`config.mk`:
```
export PLATFORM = sky130hd
export DESIGN_NAME = gumnut_core
export DESIGN_NICKNAME = d
export VERILOG_FILES = /design/src/rtl/gumnut_pkg.sv /design/src/rtl/gumnut_alu.sv /design/src/rtl/gumnut_core.sv
export SDC_FILE = /design/constraint.sdc
export NUM_CORES = 1
export LEC_CHECK = 0
export CORE_MARGIN = 3
export CORE_UTILIZATION = 60
export DETAILED_ROUTE_END_ITERATION = 8
export MAX_ROUTING_LAYER = met4
export PLACE_DENSITY = 0.92
export SYNTH_ARGS = -nofsm -noshare
export SYNTH_HDL_FRONTEND = slang
export SYNTH_SLANG_ARGS = --single-unit
export TNS_END_PERCENT = 1
```
`constraint.sdc`:
```
create_clock -name clk_i -period 5.9 [get_ports clk_i]
set_input_delay 1.18 -clock clk_i [delete_from_list [all_inputs] [get_ports clk_i]]
set_output_delay 1.18 -clock clk_i [all_outputs]
set_load 0.1 [all_outputs]
```
`src/rtl/gumnut_pkg.sv`:
```
// gumnut_pkg: shared types and opcode field constants for the Gumnut core.
//   state_e      - instruction sequencer states
//   alu_fn_e     - ALU function codes (immediate and register forms)
//   shift_fn_e   - shifter function codes
//   mem_fn_e     - memory / I/O function codes
//   branch_fn_e  - conditional branch codes
//   misc_fn_e    - miscellaneous instruction codes
//   OP_*         - opcode prefixes, compared against the top bits of IR
package gumnut_pkg;

    typedef enum logic [1:0] {
        ST_FETCH   = 2'd0,
        ST_EXECUTE = 2'd1,
        ST_MEM     = 2'd2
    } state_e;

    typedef enum logic [2:0] {
        ALU_ADD  = 3'd0,
        ALU_ADDC = 3'd1,
        ALU_SUB  = 3'd2,
        ALU_SUBC = 3'd3,
        ALU_AND  = 3'd4,
        ALU_OR   = 3'd5,
        ALU_XOR  = 3'd6,
        ALU_MASK = 3'd7
    } alu_fn_e;

    typedef enum logic [1:0] {
        SH_SHL = 2'd0,
        SH_SHR = 2'd1,
        SH_ROL = 2'd2,
        SH_ROR = 2'd3
    } shift_fn_e;

    typedef enum logic [1:0] {
        MEM_LDM = 2'd0,
        MEM_STM = 2'd1,
        MEM_INP = 2'd2,
        MEM_OUT = 2'd3
    } mem_fn_e;

    typedef enum logic [1:0] {
        BR_BZ  = 2'd0,
        BR_BNZ = 2'd1,
        BR_BC  = 2'd2,
        BR_BNC = 2'd3
    } branch_fn_e;

    typedef enum logic [2:0] {
        MISC_RET = 3'd0
    } misc_fn_e;

    // Opcode prefixes (IR[17] == 0 is the ALU-immediate class).
    localparam logic [3:0] OP_ALU_REG = 4'b1110;    // IR[17:14]
    localparam logic [2:0] OP_SHIFT   = 3'b110;     // IR[17:15]
    localparam logic [1:0] OP_MEM     = 2'b10;      // IR[17:16]
    localparam logic [5:0] OP_BRANCH  = 6'b111110;  // IR[17:12]
    localparam logic [4:0] OP_JUMP    = 5'b11110;   // IR[17:13]
    localparam logic [6:0] OP_MISC    = 7'b1111110; // IR[17:11]

endpackage

```
`src/rtl/gumnut_alu.sv`:
```
// gumnut_alu: combinational ALU and shifter.
//   a_i, b_i    - 8-bit operands (b_i unused by the shifter)
//   shift_i     - 1 selects the shifter, 0 the ALU
//   alu_fn_i    - ALU function
//   shift_fn_i  - shifter function, count_i - shift distance 0..7
//   c_i         - carry/borrow in for addc/subc
//   result_o    - 8-bit result, z_o - result is zero, c_o - carry/borrow/last bit out
module gumnut_alu
    import gumnut_pkg::*;
(
    input  logic [7:0] a_i,
    input  logic [7:0] b_i,
    input  logic       shift_i,
    input  alu_fn_e    alu_fn_i,
    input  shift_fn_e  shift_fn_i,
    input  logic [2:0] count_i,
    input  logic       c_i,
    output logic [7:0] result_o,
    output logic       z_o,
    output logic       c_o
);

    logic [8:0]  arith;
    logic [15:0] t_left;
    logic [15:0] t_right;

    always_comb begin
        result_o = 8'h00;
        c_o      = 1'b0;
        arith    = 9'h000;
        // Shifting into a double-width word leaves the last bit shifted out
        // sitting just beyond the result byte; with count 0 that bit is 0.
        t_left   = {8'h00, a_i} << count_i;
        t_right  = {a_i, 8'h00} >> count_i;
        if (shift_i) begin
            unique case (shift_fn_i)
                SH_SHL: begin
                    result_o = t_left[7:0];
                    c_o      = t_left[8];
                end
                SH_SHR: begin
                    result_o = t_right[15:8];
                    c_o      = t_right[7];
                end
                SH_ROL: begin
                    result_o = t_left[7:0] | t_left[15:8];
                    c_o      = (count_i != 3'd0) && result_o[0];
                end
                SH_ROR: begin
                    result_o = t_right[15:8] | t_right[7:0];
                    c_o      = (count_i != 3'd0) && result_o[7];
                end
                default: ;
            endcase
        end else begin
            unique case (alu_fn_i)
                ALU_ADD:  arith = {1'b0, a_i} + {1'b0, b_i};
                ALU_ADDC: arith = {1'b0, a_i} + {1'b0, b_i} + {8'h00, c_i};
                // Bit 8 of the 9-bit difference is the borrow.
                ALU_SUB:  arith = {1'b0, a_i} - {1'b0, b_i};
                ALU_SUBC: arith = {1'b0, a_i} - {1'b0, b_i} - {8'h00, c_i};
                ALU_AND:  arith = {1'b0, a_i & b_i};
                ALU_OR:   arith = {1'b0, a_i | b_i};
                ALU_XOR:  arith = {1'b0, a_i ^ b_i};
                ALU_MASK: arith = {1'b0, a_i & ~b_i};
                default: ;
            endcase
            result_o = arith[7:0];
            c_o      = arith[8];
        end
    end

    assign z_o = (result_o == 8'h00);

endmodule

```
`src/rtl/gumnut_core.sv`:
```
// gumnut_core: multi-cycle Gumnut processor (FETCH -> EXECUTE -> [MEM]).
//   clk_i, rst_i                    - clock, synchronous active-high reset
//   inst_*                          - instruction bus (12-bit address, 18-bit word)
//   data_*                          - data memory bus (ldm/stm)
//   port_*                          - I/O bus (inp/out), same handshake as data bus
//   int_req, int_ack                - interrupts are not supported; int_ack is 0
//   debug                           - when 1, prints each executed instruction
module gumnut_core
    import gumnut_pkg::*;
#(
    parameter logic debug = 1'b0
) (
    input  logic        clk_i,
    input  logic        rst_i,
    output logic        inst_cyc_o,
    output logic        inst_stb_o,
    input  logic        inst_ack_i,
    output logic [11:0] inst_adr_o,
    input  logic [17:0] inst_dat_i,
    output logic        data_cyc_o,
    output logic        data_stb_o,
    output logic        data_we_o,
    input  logic        data_ack_i,
    output logic [7:0]  data_adr_o,
    output logic [7:0]  data_dat_o,
    input  logic [7:0]  data_dat_i,
    output logic        port_cyc_o,
    output logic        port_stb_o,
    output logic        port_we_o,
    input  logic        port_ack_i,
    output logic [7:0]  port_adr_o,
    output logic [7:0]  port_dat_o,
    input  logic [7:0]  port_dat_i,
    input  logic        int_req,
    output logic        int_ack
);

    state_e      state_q, state_d;
    logic [11:0] pc_q, pc_d;
    logic [17:0] ir_q, ir_d;
    logic        z_q, z_d, c_q, c_d;
    logic [2:0]  sp_q, sp_d;
    logic [7:0]  GPR [0:7];
    logic [11:0] stack_q [0:7];

    logic        gpr_we, stack_push;
    logic [7:0]  gpr_wdata;

    // Instruction fields and register reads (r0 is never written, so it reads 0).
    logic [2:0]  rd_idx, rs_idx, r2_idx;
    logic [7:0]  imm, rs_val, rd_val, r2_val, mem_adr, mem_rdata;
    logic [11:0] pc_inc, br_target, ret_adr;
    assign rd_idx    = ir_q[13:11];
    assign rs_idx    = ir_q[10:8];
    assign r2_idx    = ir_q[7:5];
    assign imm       = ir_q[7:0];
    assign rs_val    = GPR[rs_idx];
    assign rd_val    = GPR[rd_idx];
    assign r2_val    = GPR[r2_idx];
    assign mem_adr   = rs_val + imm;
    assign pc_inc    = pc_q + 12'd1;
    assign br_target = pc_inc + {{4{imm[7]}}, imm};
    assign ret_adr   = stack_q[sp_q - 3'd1];

    logic is_alu_imm, is_alu_reg, is_shift, is_mem, is_branch, is_jump, is_misc;
    assign is_alu_imm = ~ir_q[17];
    assign is_alu_reg = (ir_q[17:14] == OP_ALU_REG);
    assign is_shift   = (ir_q[17:15] == OP_SHIFT);
    assign is_mem     = (ir_q[17:16] == OP_MEM);
    assign is_branch  = (ir_q[17:12] == OP_BRANCH);
    assign is_jump    = (ir_q[17:13] == OP_JUMP);
    assign is_misc    = (ir_q[17:11] == OP_MISC);

    mem_fn_e mem_fn;
    logic    mem_port, mem_write, mem_ack;
    assign mem_fn    = mem_fn_e'(ir_q[15:14]);
    assign mem_port  = (mem_fn == MEM_INP) || (mem_fn == MEM_OUT);
    assign mem_write = (mem_fn == MEM_STM) || (mem_fn == MEM_OUT);
    assign mem_ack   = mem_port ? port_ack_i : data_ack_i;
    assign mem_rdata = mem_port ? port_dat_i : data_dat_i;

    logic [7:0] alu_result;
    logic       alu_z, alu_c;

    gumnut_alu u_alu (
        .a_i        (rs_val),
        .b_i        (is_alu_imm ? imm : r2_val),
        .shift_i    (is_shift),
        .alu_fn_i   (alu_fn_e'(is_alu_imm ? ir_q[16:14] : ir_q[2:0])),
        .shift_fn_i (shift_fn_e'(ir_q[1:0])),
        .count_i    (ir_q[7:5]),
        .c_i        (c_q),
        .result_o   (alu_result),
        .z_o        (alu_z),
        .c_o        (alu_c)
    );

    logic branch_taken;
    always_comb begin
        branch_taken = 1'b0;
        unique case (branch_fn_e'(ir_q[11:10]))
            BR_BZ:   branch_taken = z_q;
            BR_BNZ:  branch_taken = ~z_q;
            BR_BC:   branch_taken = c_q;
            BR_BNC:  branch_taken = ~c_q;
            default: ;
        endcase
    end

    always_comb begin
        state_d    = state_q;
        pc_d       = pc_q;
        ir_d       = ir_q;
        z_d        = z_q;
        c_d        = c_q;
        sp_d       = sp_q;
        gpr_we     = 1'b0;
        gpr_wdata  = alu_result;
        stack_push = 1'b0;
        unique case (state_q)
            ST_FETCH: begin
                if (inst_ack_i) begin
                    ir_d    = inst_dat_i;
                    state_d = ST_EXECUTE;
                end
            end
            ST_EXECUTE: begin
                state_d = ST_FETCH;
                pc_d    = pc_inc;
                if (is_alu_imm || is_alu_reg || is_shift) begin
                    gpr_we = 1'b1;
                    z_d    = alu_z;
                    c_d    = alu_c;
                end else if (is_mem) begin
                    // PC advances only once the bus transfer completes.
                    state_d = ST_MEM;
                    pc_d    = pc_q;
                end else if (is_branch) begin
                    if (branch_taken) pc_d = br_target;
                end else if (is_jump) begin
                    pc_d       = ir_q[11:0];
                    stack_push = ir_q[12];
                    if (ir_q[12]) sp_d = sp_q + 3'd1;
                end else if (is_misc && (misc_fn_e'(ir_q[10:8]) == MISC_RET)) begin
                    pc_d = ret_adr;
                    sp_d = sp_q - 3'd1;
                end
            end
            ST_MEM: begin
                if (mem_ack) begin
                    gpr_we    = ~mem_write;
                    gpr_wdata = mem_rdata;
                    pc_d      = pc_inc;
                    state_d   = ST_FETCH;
                end
            end
            default: state_d = ST_FETCH;
        endcase
    end

    // The return stack is cleared with everything else so a ret without a
    // matching jsb always lands at a deterministic address.
    always_ff @(posedge clk_i) begin
        if (rst_i) begin
            state_q <= ST_FETCH;
            pc_q    <= 12'h000;
            ir_q    <= 18'h00000;
            z_q     <= 1'b0;
            c_q     <= 1'b0;
            sp_q    <= 3'd0;
            for (int i = 0; i < 8; i++) begin
                GPR[i]     <= 8'h00;
                stack_q[i] <= 12'h000;
            end
        end else begin
            state_q <= state_d;
            pc_q    <= pc_d;
            ir_q    <= ir_d;
            z_q     <= z_d;
            c_q     <= c_d;
            sp_q    <= sp_d;
            if (gpr_we && (rd_idx != 3'd0)) GPR[rd_idx] <= gpr_wdata;
            if (stack_push) stack_q[sp_q] <= pc_inc;
        end
    end

    // The fetch strobe is masked while reset is held so that every bus
    // strobe is low for as long as rst_i is asserted.
    logic in_mem;
    assign in_mem     = (state_q == ST_MEM);
    assign inst_cyc_o = (state_q == ST_FETCH) && !rst_i;
    assign inst_stb_o = inst_cyc_o;
    assign inst_adr_o = pc_q;

    assign data_cyc_o = in_mem && !mem_port;
    assign data_stb_o = data_cyc_o;
    assign data_we_o  = data_cyc_o && mem_write;
    assign data_adr_o = data_cyc_o ? mem_adr : 8'h00;
    assign data_dat_o = data_cyc_o ? rd_val : 8'h00;

    assign port_cyc_o = in_mem && mem_port;
    assign port_stb_o = port_cyc_o;
    assign port_we_o  = port_cyc_o && mem_write;
    assign port_adr_o = port_cyc_o ? mem_adr : 8'h00;
    assign port_dat_o = port_cyc_o ? rd_val : 8'h00;

    assign int_ack = 1'b0;
    logic unused_int_req;
    assign unused_int_req = int_req;

    generate
        if (debug) begin : g_debug
            always_ff @(posedge clk_i) begin
                if (!rst_i && (state_q == ST_EXECUTE))
                    $display("gumnut: pc=%03h ir=%05h we=%0d r%0d<=%02h z=%0d c=%0d pc_next=%03h",
                             pc_q, ir_q, gpr_we, rd_idx, gpr_wdata, z_d, c_d, pc_d);
            end
        end
    endgenerate

endmodule

```
==> results of run 1 <==
placed cells by master (no fill, tap or decap), types with 13 or more instances in the layout:
cell type,n
sky130_fd_sc_hd__o21ai_0,46
sky130_fd_sc_hd__xor2_1,18
sky130_fd_sc_hd__a211oi_1,20
sky130_fd_sc_hd__nor2_1,253
sky130_fd_sc_hd__clkbuf_16,22
sky130_fd_sc_hd__inv_1,53
sky130_fd_sc_hd__nand2b_1,21
sky130_fd_sc_hd__mux2_2,15
sky130_fd_sc_hd__a21oi_1,88
sky130_fd_sc_hd__dfxtp_1,45
sky130_fd_sc_hd__clkdlybuf4s50_1,73
sky130_fd_sc_hd__ha_1,52
sky130_fd_sc_hd__edfxtp_1,160
sky130_fd_sc_hd__mux2i_1,43
sky130_fd_sc_hd__xnor2_1,34
sky130_fd_sc_hd__nand2_1,145
sky130_fd_sc_hd__mux4_2,71
sky130_fd_sc_hd__buf_4,40
sky130_fd_sc_hd__nor3_1,31
sky130_fd_sc_hd__nand3_1,33
sky130_fd_sc_hd__o211ai_1,13
kinds of logic (layout without fill, tap and decap cells):
logic type	count (synthesis)	in the layout
other	1	9
flip-flops	206	206
XOR/XNOR	52	52
adder cells (fa/ha/maj)	56	56
AO/OA/AOI/OAI	289	289
multiplexers	145	145
buffers and inverters	164	219
AND/OR/NAND/NOR	565	565
worst min-delay path, stage by stage (launching register included):
cell and delay [ns]:
sky130_fd_sc_hd__dfxtp_1 0.34, sky130_fd_sc_hd__nor2_1 0.11, sky130_fd_sc_hd__a211oi_1 0.05
metal layers:
metal  global-route usage  up-vias  share of wire
li1                     -     5514              -
met1               0.4694     5934           0.39
met2               0.5262      890           0.46
met3              0.05356      132           0.12
met4              0.09694        0          0.032
met5                    -        -              0
registers in the layout, indices dropped and copies added, names as in the netlist, named ones only:
signal,flops
sp_q,3
ir_q,18
z_q,1
GPR,64
c_q,1
state_q,2
stack_q,96
inst_adr_o,12
cell type report:
cell class | instances | area, um2
repair buffers | 118 | 1116
well taps | 319 | 399.1
clock buffers | 24 | 558.0
clock inverters | 15 | 118.9
fillers | 1705 | 7398
inverters | 62 | 240.2
flip-flops and latches | 206 | 5727
multi-input cells | 1116 | 8195
final timing paths:
kind / endpoint / slack (ns)
worst min register to register: inst_adr_o[11] / 0.55
worst min-delay path: inst_adr_o[11] / 0.55
worst max register to register: GPR[4][7] / 0.56
worst max-delay path: data_adr_o[7] / 0.51
report_power, final:
group	switching (mW)	total (mW)	internal (mW)	leakage, nW
logic	0.737	1.18	0.445	3.54
clock network	0.588	1.32	0.731	0.317
registers	0.0759	1.69	1.62	2.02
metrics by stage:
stage          hold slack [ns]  total power [mW]  instances  setup slack (ns)  cell area [um2]
2_1_floorplan           0.4636             2.532       1486            0.6278            14670
3_3_place_gp            0.5083             2.836       1821            0.7350            15680
3_5_place_dp            0.5286             2.860       1821            0.7155            15680
4_1_cts                 0.5381             4.154       1860            0.5365            16350
5_1_grt                 0.5819             4.333       1860            0.2501            16350
6_report                0.5476             4.194       1860            0.5118            16350
==> Flow_metrics.wiki, run 1 <==
{| class="wikitable"
! Metric !! Value
|-
| Synth Instances || 1478
|-
| Clk pin slew, worst setup/hold paths || 0.06 ns
|-
| Cell at the root of the clock tree || sky130_fd_sc_hd__clkbuf_16
|-
| Hold-fix buffers at CTS || 0
|-
| Floorplan die height || 162.2 um
|-
| Share of synthesized cell area in full adder, half adder and majority cells || 0.04993
|-
| CP max-delay cell || sky130_fd_sc_hd__dfxtp_1
|-
| Overflow left after global routing || 0
|-
| XOR/XNOR Fraction of Synth Area || 0.03112
|-
| Die area || 26300 um2
|-
| Synth async-reset ratio || 0
|-
| Area of the mapped netlist || 14640 um2
|-
| Worst Clk Skew || 0.02281 ns
|-
| Crit. path cell count || 14
|-
| Number of nets in the final layout || 1622
|-
| Fraction of final layout cells with drive strength greater than 1 || 0.1337
|-
| Placeable core region || 23750 um2
|-
| Simple-Gate Fraction of Synth Area || 0.1706
|-
| Number of slew-limit violations in the final report || 0
|-
| Routability-driven placement congestion ratio || 0.9884
|-
| Total wirelength of the detailed-routed design || 44000 um
|-
| Share of the synthesized area in the top cell type || 0.3283
|-
| Combined buffer and inverter count along the critical path || 2
|-
| # resized after CTS || 0
|-
| Area Overhead vs Synth || 11.75%
|-
| HPWL after detailed placement || 32190 um
|-
| Die W || 162.2 um
|-
| Critical Path End Type || primary output
|-
| Final total negative setup slack || 0 ns
|-
| Skew-Pair Late Insertion Delay || 0.53 ns
|-
| Static Leakage || 5.883 nW
|-
| Sort of element at the start of the critical path || flop
|-
| Worst max-slew margin expressed relative to the limit || 0.2236
|-
| Initial core utilization || 0.6162
|-
| Maximum root-to-sink buffer count || 3
|-
| DRC violation count after routing || 0
|-
| Clock tree from TritonCTS || built
|-
| Total power divided by cell area || 256.5 nW/um2
|-
| RSZ-0062 raised after global routing || no
|-
| Launch point of the worst hold path || inst_adr_o[11]
|-
| Number of CTS-inserted buffers || 22
|-
| Largest net degree at the start of global routing || 57
|-
| Fin util || 0.6885
|-
| Iteration-0 DRC count of the detailed router || 1988
|-
| Vias per cell || 6.704
|-
| Share of cell area taken by muxes after synthesis || 0.1744
|-
| Endpoints failing setup || 0
|-
| Slowest Stage Delay on Critical Path || 0.81 ns
|-
| IR Drop Worst-Case VDD || 0.0001976 V
|-
| Cell type with the highest aggregate area in the netlist || sky130_fd_sc_hd__edfxtp_1
|-
| Run status || finished clean
|-
| Main combinational cell family by area after synthesis || multiplexers
|-
| Number of top-level design ports || 93
|-
| Standard-cell rows || 56
|-
| Slew at the pin with the worst max-slew slack || 1.161 ns
|-
| Total clock sinks || 206
|-
| Kind of path behind the tightest hold check || flop to flop
|-
| Post-route fraction of the period consumed by the critical path || 0.9133
|-
| Antenna violations before repair || 0
|-
| Most numerous cell types in the synthesized netlist || sky130_fd_sc_hd__nor2_1 (253), sky130_fd_sc_hd__edfxtp_1 (160), sky130_fd_sc_hd__nand2_1 (145), sky130_fd_sc_hd__a21oi_1 (88), sky130_fd_sc_hd__mux4_2 (71)
|-
| Number of vias after detailed routing || 12470
|-
| CP top delay family || compound AO/OA/AOI/OAI gates
|-
| Count of input and output buffers || 90
|-
| Highest achievable clock rate || 185.6 MHz
|-
| Worst setup path class || flop to primary output
|-
| GR Util All Layers || 0.3390
|-
| Crit path required time || 4.72 ns
|-
| Biggest area contributors in the synthesized netlist || sky130_fd_sc_hd__edfxtp_1 (33%), sky130_fd_sc_hd__mux4_2 (11%), sky130_fd_sc_hd__nor2_1 (6.5%)
|-
| Distinct cell type count after synthesis || 86
|-
| Final antenna diode count || 0
|-
| Worst Hold Path Cells || 2
|-
| Sequential share of the synthesized area || 0.3912
|-
| EDFF count, synth || 160
|-
| Maxcap violations || 0
|-
| Leading cell type by number of instances after synthesis || sky130_fd_sc_hd__nor2_1
|-
| Most used flip-flop cell after synthesis || sky130_fd_sc_hd__edfxtp_1
|-
| H-tree depth || 1
|-
| Number of register bits inferred by synthesis || 206
|-
| Wire length of the first global-routing pass || 67650 um
|-
| Via count of the first global-routing pass || 11930
|-
| Compound-cell area share of the yosys netlist || 0.1317
|-
| Final hold vios || 0
|-
| Arrival time at the worst endpoint || 4.21 ns
|-
| Mapped Avg Cell Area || 9.902 um2
|-
| Cell count of the worst reg-to-reg path || 16
|-
| Antenna violation net count after detailed routing || 0
|-
| Number of warnings issued by yosys || 0
|-
| Critical path, cell by cell || mux4_2 > mux2i_4 > inv_4 > ha_1 > a21o_1 > a21oi_1 > o21bai_1 > a21oi_1 > nor2_1 > o21ai_0 > nand2b_1 > xnor2_1 > nor2_1 > buf_12
|-
| Total iterations of the first detailed-routing run || 5
|-
| Shortest period the worst path allows || 5.388 ns
|-
| Post-CTS repair timing setup buffer count || 0
|-
| Largest fanout on the critical path || 16
|-
| Wirelength per Cell || 23.66 um
|}
Note: power is estimated with default switching activity, not from simulation.
==> run 2, diff against run 1 <==
--- a/config.mk
+++ b/config.mk
@@ -5,7 +5,7 @@
 export SDC_FILE = /design/constraint.sdc
 export NUM_CORES = 1
 export LEC_CHECK = 0
-export CORE_MARGIN = 3
+export CORE_MARGIN = 4
 export CORE_UTILIZATION = 60
 export DETAILED_ROUTE_END_ITERATION = 8
 export MAX_ROUTING_LAYER = met4
==> Flow_metrics.wiki, run 2 (synthesis results as in run 1) <==
{| class="wikitable"
! Metric !! Value
|-
| Run status || finished clean
|-
| Total clock sinks || 206
|-
| Static Leakage || 5.888 nW
|-
| IR Drop Worst-Case VDD || 0.0002383 V
|-
| Shortest period the worst path allows || 5.643 ns
|-
| # resized after CTS || 0
|-
| Wire length of the first global-routing pass || 71240 um
|-
| Number of top-level design ports || 93
|-
| Endpoints failing setup || 0
|-
| Highest achievable clock rate || 177.2 MHz
|-
| RSZ-0062 raised after global routing || no
|-
| Skew-Pair Late Insertion Delay || 0.54 ns
|-
| Biggest register || stack_q
|-
| Routability-driven placement congestion ratio || 1.016
|-
| Antenna violations before repair || 0
|-
| Standard-cell rows || 56
|-
| Footprint of the multi-input gates || 8195 um2
|-
| Worst Clk Skew || 0.02783 ns
|-
| Die W || 164.2 um
|-
| Number of slew-limit violations in the final report || 0
|-
| Flip-flop count of the largest register after layout || 96
|-
| GR Layer Usage met1 || 0.4735
|-
| Kind of path behind the tightest hold check || flop to flop
|-
| Maxcap violations || 0
|-
| Area taken by flip-flops and latches || 5727 um2
|-
| Total iterations of the first detailed-routing run || 6
|-
| Met3 track demand over resource in global routing || 0.06851
|-
| Sort of element at the start of the critical path || flop
|-
| Share of total power in combinational logic || 0.281
|-
| Total wirelength of the detailed-routed design || 45830 um
|-
| Wirelength per Cell || 24.66 um
|-
| Fraction of met2 tracks used by global routing || 0.5333
|-
| Filler cells || 1690
|-
| Floorplan die height || 164.2 um
|-
| Worst max-slew margin expressed relative to the limit || 0.1509
|-
| Proportion of total power due to net switching || 0.3363
|-
| Placeable core region || 23750 um2
|-
| Post-CTS repair timing setup buffer count || 0
|-
| Critical Path End Type || primary output
|-
| Leading cell type in the layout, fill and taps excluded || sky130_fd_sc_hd__nor2_1
|-
| H-tree depth || 1
|-
| Final hold vios || 0
|-
| Slew at the pin with the worst max-slew slack || 1.269 ns
|-
| Largest registers || stack_q (96), GPR (64), ir_q (18)
|-
| Post-route fraction of the period consumed by the critical path || 0.9565
|-
| Worst setup path class || flop to primary output
|-
| Crit path required time || 4.72 ns
|-
| Antenna violation net count after detailed routing || 0
|-
| Final antenna diode count || 0
|-
| Hold-fix buffers at CTS || 0
|-
| Largest net degree at the start of global routing || 65
|-
| Number of CTS-inserted buffers || 22
|-
| Die area || 26960 um2
|-
| Total power divided by cell area || 258.0 nW/um2
|-
| Clock tree from TritonCTS || built
|-
| Arrival time at the worst endpoint || 4.46 ns
|-
| Largest fanout on the critical path || 9
|-
| Iteration-0 DRC count of the detailed router || 2118
|-
| Most frequent cells in the layout || sky130_fd_sc_hd__nor2_1 (253), sky130_fd_sc_hd__edfxtp_1 (160), sky130_fd_sc_hd__nand2_1 (145), sky130_fd_sc_hd__a21oi_1 (88), sky130_fd_sc_hd__clkdlybuf4s50_1 (73)
|-
| Number of vias after detailed routing || 12790
|-
| Clock power share || 0.317
|-
| Clk pin slew, worst setup/hold paths || 0.06 ns
|-
| Fraction of final layout cells with drive strength greater than 1 || 0.1319
|-
| Initial core utilization || 0.6162
|-
| Cell at the root of the clock tree || sky130_fd_sc_hd__clkbuf_16
|-
| Via count of the first global-routing pass || 12380
|-
| Internal power contribution || 2.799 mW
|-
| HPWL after detailed placement || 33190 um
|-
| Placed instance count || 1818
|-
| Post-Layout Cell Count || 1858
|-
| Vias per cell || 6.884
|-
| Area Overhead vs Synth || 11.68%
|-
| Layer with the highest usage after global routing || met2
|-
| GR Util All Layers || 0.3519
|-
| Net switching power of the design || 1.418 mW
|-
| Number of nets in the final layout || 1619
|-
| Final total negative setup slack || 0 ns
|-
| Maximum root-to-sink buffer count || 3
|-
| Seq pwr share || 0.402
|-
| Count of input and output buffers || 90
|-
| Overflow left after global routing || 0
|-
| DRC violation count after routing || 0
|}
[run 2: layer usage]
metal  vias up  wire length [um]  part of all wire
met3       172              5775              0.13
met4         0              2160             0.047
li1       5505                 -                 -
met2      1016             20740              0.45
met1      6097             17150              0.37
met5         -                 0                 0
[run 2: cell type report]
cell class                 count  area share
multi-input combinational   1116      0.5014
clock buffer                  27     0.03483
tap                          319     0.02442
timing repair buffer         115     0.06691
inverter                      62     0.01470
clock inverter                13    0.007349
sequential                   206      0.3504
[run 2: power by group through the flow]
stage | clock (mW) | sequential (mW) | combinational [mW]
6_report | 1.34 | 1.69 | 1.19
5_1_grt | 1.41 | 1.70 | 1.26
4_1_cts | 1.33 | 1.69 | 1.15
3_5_place_dp | 0 | 1.72 | 1.14
3_3_place_gp | 0 | 1.71 | 1.12
2_1_floorplan | 0 | 1.70 | 0.831
[run 2: worst paths after layout]
path	startpoint	end	slack (ns)	depth (start not counted)
worst max-delay path	flop	port_adr_o[7]	0.26	14
worst min-delay path	inst_adr_o[7]	inst_adr_o[7]	0.53	2
worst max register to register	flop	GPR[1][7]	0.44	17
worst min register to register	inst_adr_o[7]	inst_adr_o[7]	0.53	2
[run 2: per-stage QoR]
step                setup WS [ns]  power (mW)  utilization  hold WS (ns)  instance area (um2)
floorplan                  0.6278       2.532            -        0.4636                14670
global placement           0.6718       2.830       0.6591        0.5077                15660
detailed placement         0.5486       2.862       0.6591        0.5196                15660
CTS                        0.3098       4.168       0.6881        0.5297                16340
global route              0.05212       4.372       0.6881        0.5549                16340
finish                     0.2569       4.217       0.6881        0.5306                16340
[run 2: critical path: stages, from the launching register on]
cell and delay, ns:
sky130_fd_sc_hd__dfxtp_1 0.73, sky130_fd_sc_hd__mux4_2 0.64, sky130_fd_sc_hd__mux2i_4 0.40, sky130_fd_sc_hd__inv_4 0.17, sky130_fd_sc_hd__ha_1 0.32, sky130_fd_sc_hd__a21o_1 0.16, sky130_fd_sc_hd__a21oi_1 0.21, sky130_fd_sc_hd__o21bai_1 0.10
sky130_fd_sc_hd__a21oi_1 0.24, sky130_fd_sc_hd__nor2_1 0.07, sky130_fd_sc_hd__o21ai_0 0.19, sky130_fd_sc_hd__nand2b_1 0.09, sky130_fd_sc_hd__xnor2_1 0.25, sky130_fd_sc_hd__nor2_1 0.12, sky130_fd_sc_hd__buf_12 0.21
==> run 3, diff against run 2 <==
--- a/config.mk
+++ b/config.mk
@@ -7,7 +7,9 @@
 export LEC_CHECK = 0
 export CORE_MARGIN = 4
 export CORE_UTILIZATION = 60
+export CTS_CLUSTER_SIZE = 20
 export DETAILED_ROUTE_END_ITERATION = 8
+export HOLD_SLACK_MARGIN = 0.05
 export MAX_ROUTING_LAYER = met4
 export PLACE_DENSITY = 0.92
 export SYNTH_ARGS = -nofsm -noshare
==> results of run 3 <==
The final DEF is identical to that of run 2; final timing and power are the same.
